===== src/rtl/fifo_out_skid.sv =====
// Three-entry skid buffer between a one-cycle-latency memory read port and a
// ready/valid downstream stream; reads are only issued when a slot is guaranteed.
module fifo_out_skid #(
    parameter int DATA_W     = 16,
    parameter int SKID_DEPTH = 3
) (
    input  logic              clk,
    input  logic              reset,
    input  logic              clk_en,
    input  logic              rd_en,
    output logic              mem_ren,
    input  logic              mem_valid_out,
    input  logic [DATA_W-1:0] mem_data_out,
    output logic              out_valid,
    output logic [DATA_W-1:0] out_data,
    input  logic              host_ready,
    output logic [15:0]       delivered_cnt,
    output logic              ovf_err
);

    logic [1:0]        count;
    logic [1:0]        wr_ptr;
    logic [1:0]        rd_ptr;
    logic              inflight;
    logic [DATA_W-1:0] entry [SKID_DEPTH];

    logic [2:0] occupancy;
    logic       full;
    logic       push;
    logic       pop;
    logic       accept;
    logic       overflow;

    function automatic logic [1:0] ptr_next(input logic [1:0] p);
        return (p == 2'd2) ? 2'd0 : p + 2'd1;
    endfunction

    // A read is only requested when the word it returns is sure to find a free slot.
    assign occupancy = {1'b0, count} + {2'b00, inflight};
    assign mem_ren   = reset & rd_en & (occupancy < 3'd3);

    assign full      = (count == 2'd3);
    assign out_valid = (count != 2'd0);
    assign out_data  = entry[rd_ptr];

    assign pop      = clk_en & out_valid & host_ready;
    assign push     = clk_en & mem_valid_out;
    assign accept   = push & (~full | pop);
    assign overflow = push & full & ~pop;

    always_ff @(posedge clk or negedge reset) begin
        if (!reset) begin
            count    <= 2'd0;
            wr_ptr   <= 2'd0;
            rd_ptr   <= 2'd0;
            inflight <= 1'b0;
        end else if (clk_en) begin
            inflight <= mem_ren;
            if (accept) begin
                wr_ptr <= ptr_next(wr_ptr);
            end
            if (pop) begin
                rd_ptr <= ptr_next(rd_ptr);
            end
            case ({accept, pop})
                2'b10:   count <= count + 2'd1;
                2'b01:   count <= count - 2'd1;
                default: count <= count;
            endcase
        end
    end

    // When full with a simultaneous pop, wr_ptr aliases the slot being read out,
    // which is safe because the popped word leaves on this same edge.
    always_ff @(posedge clk or negedge reset) begin
        if (!reset) begin
            for (int i = 0; i < SKID_DEPTH; i++) begin
                entry[i] <= '0;
            end
        end else if (accept) begin
            entry[wr_ptr] <= mem_data_out;
        end
    end

    always_ff @(posedge clk or negedge reset) begin
        if (!reset) begin
            delivered_cnt <= 16'd0;
            ovf_err       <= 1'b0;
        end else begin
            if (pop) begin
                delivered_cnt <= delivered_cnt + 16'd1;
            end
            if (overflow) begin
                ovf_err <= 1'b1;
            end
        end
    end

endmodule


===== config.mk =====
export PLATFORM = sky130hd
export DESIGN_NAME = fifo_out_skid
export DESIGN_NICKNAME = d
export VERILOG_FILES = /design/src/rtl/fifo_out_skid.sv
export SDC_FILE = /design/constraint.sdc
export NUM_CORES = 1
export LEC_CHECK = 0
export BUFFER_PORTS_ARGS = -buffer_cell sky130_fd_sc_hd__buf_2
export CELL_PAD_IN_SITES_DETAIL_PLACEMENT = 0
export CELL_PAD_IN_SITES_GLOBAL_PLACEMENT = 1
export CORE_AREA = 2 2 94 96
export DETAILED_ROUTE_END_ITERATION = 10
export DIE_AREA = 0 0 96 98
export PLACE_DENSITY_LB_ADDON = 0.2
export SYNTH_ARGS = -nofsm -noshare
export SYNTH_HDL_FRONTEND = slang
export SYNTH_SLANG_ARGS = --single-unit

===== constraint.sdc =====
create_clock -name clk -period 1.6 [get_ports clk]
set_input_delay 0.24 -clock clk [delete_from_list [all_inputs] [get_ports clk]]
set_output_delay 0.24 -clock clk [all_outputs]
set_load 0.01 [all_outputs]

==> flow_metrics.env <==
export IMPL_status="finished, violations left"
export IMPL_violations="negative setup slack"
export IMPL_synth_cells=252
export IMPL_die_height_um=98
export IMPL_cp_slowest_stage_delay_ns=0.42
export IMPL_cts_max_level=3
export IMPL_n_fill_cell=760
export IMPL_criticalPathCategory="flop to output pin"
export IMPL_dpl_hpwl_mm=4.545
export IMPL_ys_seq_area_frac=0.5492
export IMPL_dr_first_iter_drc_count=66
export IMPL_grt_max_degree=73
export IMPL_cts_buffers=9
export IMPL_syn_avg_cell_area_um2=13.02
export IMPL_synth_xor_xnor_area_share=0.04539
export IMPL_period_minus_slack_ns=1.756
export IMPL_setup_slack_ns=-0.1560
export IMPL_drive_gt1_frac=0.5677
export IMPL_globalRouteTotalUtil=0.1663
export IMPL_cts_sinks=72
export IMPL_crit_fanout=2
export IMPL_ys_ff_latch=72
export IMPL_crit_slowest_cell="dfrtp_1"
export IMPL_dp_cells=428
export IMPL_synth_top_family_by_area="multiplexers"
export IMPL_clock_skew_ns=0.009027
export IMPL_synth_cell_types=34
export IMPL_top_level_ports=57
export IMPL_setup_violations=68
export IMPL_tns_ns=-6.015
export IMPL_met3_length_um=248
export IMPL_root_buffer="clkbuf_8"
export IMPL_critPathLaunchType="flop"
export IMPL_finalMaxSlewViolations=0
export IMPL_overflow=0
export IMPL_viasPerCell=4.985
export IMPL_crit_path_cell_trace="ha_4 > ha_4 > a211oi_2 > buf_2"
export IMPL_routed_top_layer="met4"
export IMPL_syn_to_final_growth_pct=36.38
export IMPL_cap_violations=0
export IMPL_rsz0062_at_grt="yes"
export IMPL_fin_cells=455
export IMPL_yosys_most_used_dff="dfrtp_1"
export IMPL_clkTransAtPathRegs_ns=0.08
export IMPL_utilization=0.5285
export IMPL_dieArea_um2=9408
export IMPL_antenna_found_initial=0
export IMPL_routed_wl_mm=7.356
export IMPL_vias=2268
export IMPL_initial_core_util=0.3875
export IMPL_synthesis_area_um2=3281
export IMPL_ir_worst_vdd_mv=0.6734
export IMPL_drtAntennaViolNets=0
export IMPL_synth_nets=277
export IMPL_p_leak_uw=0.002118
export IMPL_numPortBuffers=56
export IMPL_ys_async_sr_fraction=1.000
export IMPL_core_area_um2=8466
export IMPL_wire_per_inst_um=16.17
export IMPL_hp_class="input port to flop"
export IMPL_worst_slew_pin_slew_ns=0.3980
export IMPL_critPathArrivalTime_ns=1.52
export IMPL_globalplace_congestion=0.7251
export IMPL_die_w_um=96
export IMPL_firstDrtPassIters=4
export IMPL_crit_buf_inv=1
export IMPL_wl_met1_mm=3.345
export IMPL_synth_compound_area_frac=0.03852
export IMPL_relSlewSlack=0.7347
export IMPL_end_kind="output pin"
export IMPL_clk_latency_ns=0.34
export IMPL_crit_top_cell="ha_4"
export IMPL_fin_nets=367
export IMPL_synthAdderAreaFrac=0.01144
export IMPL_place_ws_ns=-0.04182
export IMPL_met2_length_mm=3.718
export IMPL_synthSimpleGateAreaFrac=0.1011
export IMPL_cts_tree="done"
export IMPL_fmax_mhz=569.5
export IMPL_grt_pass1_vias=2314
export IMPL_yosys_mux_area_fraction=0.2307
export IMPL_clockBufferDepth=2
export IMPL_synth_edf_count=0
export IMPL_route_detailed_drc=0
export IMPL_grt_pass1_wl_mm=11.92
export IMPL_std_cell_rows=34
export IMPL_holdWs_ns=0.1644
export IMPL_period_share=1.098
export IMPL_worstPathRequired_ns=1.36
export IMPL_pwr_density_cell_nw_per_um2=1833
export IMPL_num_antenna_cells=0
export IMPL_synth_warnings=0
export IMPL_critical_path_top_delay_family="flip-flops"
export IMPL_final_hold_viol_count=0
[layer usage]
metal | track usage | vias to the layer above
met5 | 0 | -
met1 | 0.2219 | 1160
met4 | 0.05275 | 0
met2 | 0.2639 | 45
met3 | 0.04244 | 2
li1 | - | 1061
[report_power, final]
| part | switching, uW | internal (uW) | total [uW] |
|---|---|---|---|
| logic | 1570 | 2090 | 3660 |
| registers | 539 | 2580 | 3120 |
| clock network | 708 | 720 | 1430 |
[logic make-up after synthesis]
logic type      Yosys count
flops                    72
mux                      66
simple gates             61
compound gates           22
xor+xnor                 17
buf+inv                  11
fa+ha+maj                 3
[worst reg2reg max path, stage by stage (launching register included)]
cell and delay [ns]:
dfrtp_2 0.43, buf_4 0.15, nand3b_4 0.08, nand3_4 0.10, or3_4 0.37, buf_12 0.17, mux2_4 0.31
[timing repair]
action / in CTS / in global routing
setup buffers: 3 / 4
hold buffers: 1 / 0
resized for setup: 58 / 22
pin swaps: 21 / 5
endpoints found under the setup margin: 34 / 71
endpoints found under the hold margin: 72 / 0
cloned: 1 / 2
[synth_stat cells, drive strengths merged, types with 3 or more instances]
cell type	n	area share
xnor2	14	0.037
nand3	4	0.0099
o21ai	18	0.027
mux2	50	0.18
nor2	3	0.0034
ha	3	0.011
clkbuf	4	0.0046
nand4	8	0.015
mux2i	16	0.049
xor2	3	0.0080
buf	6	0.018
dfrtp	72	0.55
nand2	33	0.038
[final cells by class]
type | count | area [um2] | share of cell area
well taps | 108 | 135.1 | 0.03020
clock buffers | 9 | 123.9 | 0.02768
flip-flops and latches | 72 | 1804 | 0.4032
inverters | 1 | 3.754 | 0.0008389
repair buffers | 89 | 661.9 | 0.1479
clock inverters | 7 | 72.57 | 0.01622
multi-input cells | 169 | 1673 | 0.3739
[registers in the layout, indices dropped and copies added, names as in the netlist]
register	cells
count	2
delivered_cnt	16
entry	48
inflight	1
ovf_err	1
rd_ptr	2
wr_ptr	2
[final timing paths]
kind | start | to | slack [ns] | depth (start not counted)
setup reg to reg | count[0] | entry[46] | -0.13 | 6
hold reg to reg | delivered_cnt[15] | delivered_cnt[15] | 0.48 | 1
max in group asynchronous | reset | count[0] | 0.78 | 3
hold / removal | mem_data_out[8] | entry[24] | 0.16 | 2
min in group asynchronous | reset | delivered_cnt[10] | 0.48 | 3
setup / recovery | inflight | mem_ren | -0.16 | 4
[cell usage in the layout, fill, tap and decap left out, types with 3 or more instances in the layout]
cell / netlist / routed
buf_12: 1 / 4
buf_2: 1 / 54
buf_4: 1 / 17
buf_6: 2 / 11
clkbuf_8: 0 / 9
dfrtp_1: 72 / 70
mux2_2: 41 / 13
mux2_4: 9 / 37
mux2i_1: 16 / 15
nand2_1: 33 / 17
nand2_2: 0 / 15
nand3_1: 3 / 3
nand4_1: 8 / 8
nor2_1: 3 / 3
o21ai_1: 0 / 6
o21ai_2: 0 / 10
xnor2_1: 14 / 14
xor2_1: 3 / 3
[through the flow]
stage                     area [um2]  total power [uW]
after floorplan                 3363              5021
after global placement          3916              6040
after detailed placement        3916              6102
after CTS                       4310              8085
after global routing            4474              8772
final                           4474              8203
No activity file was read; power rests on OpenSTA's default activity.
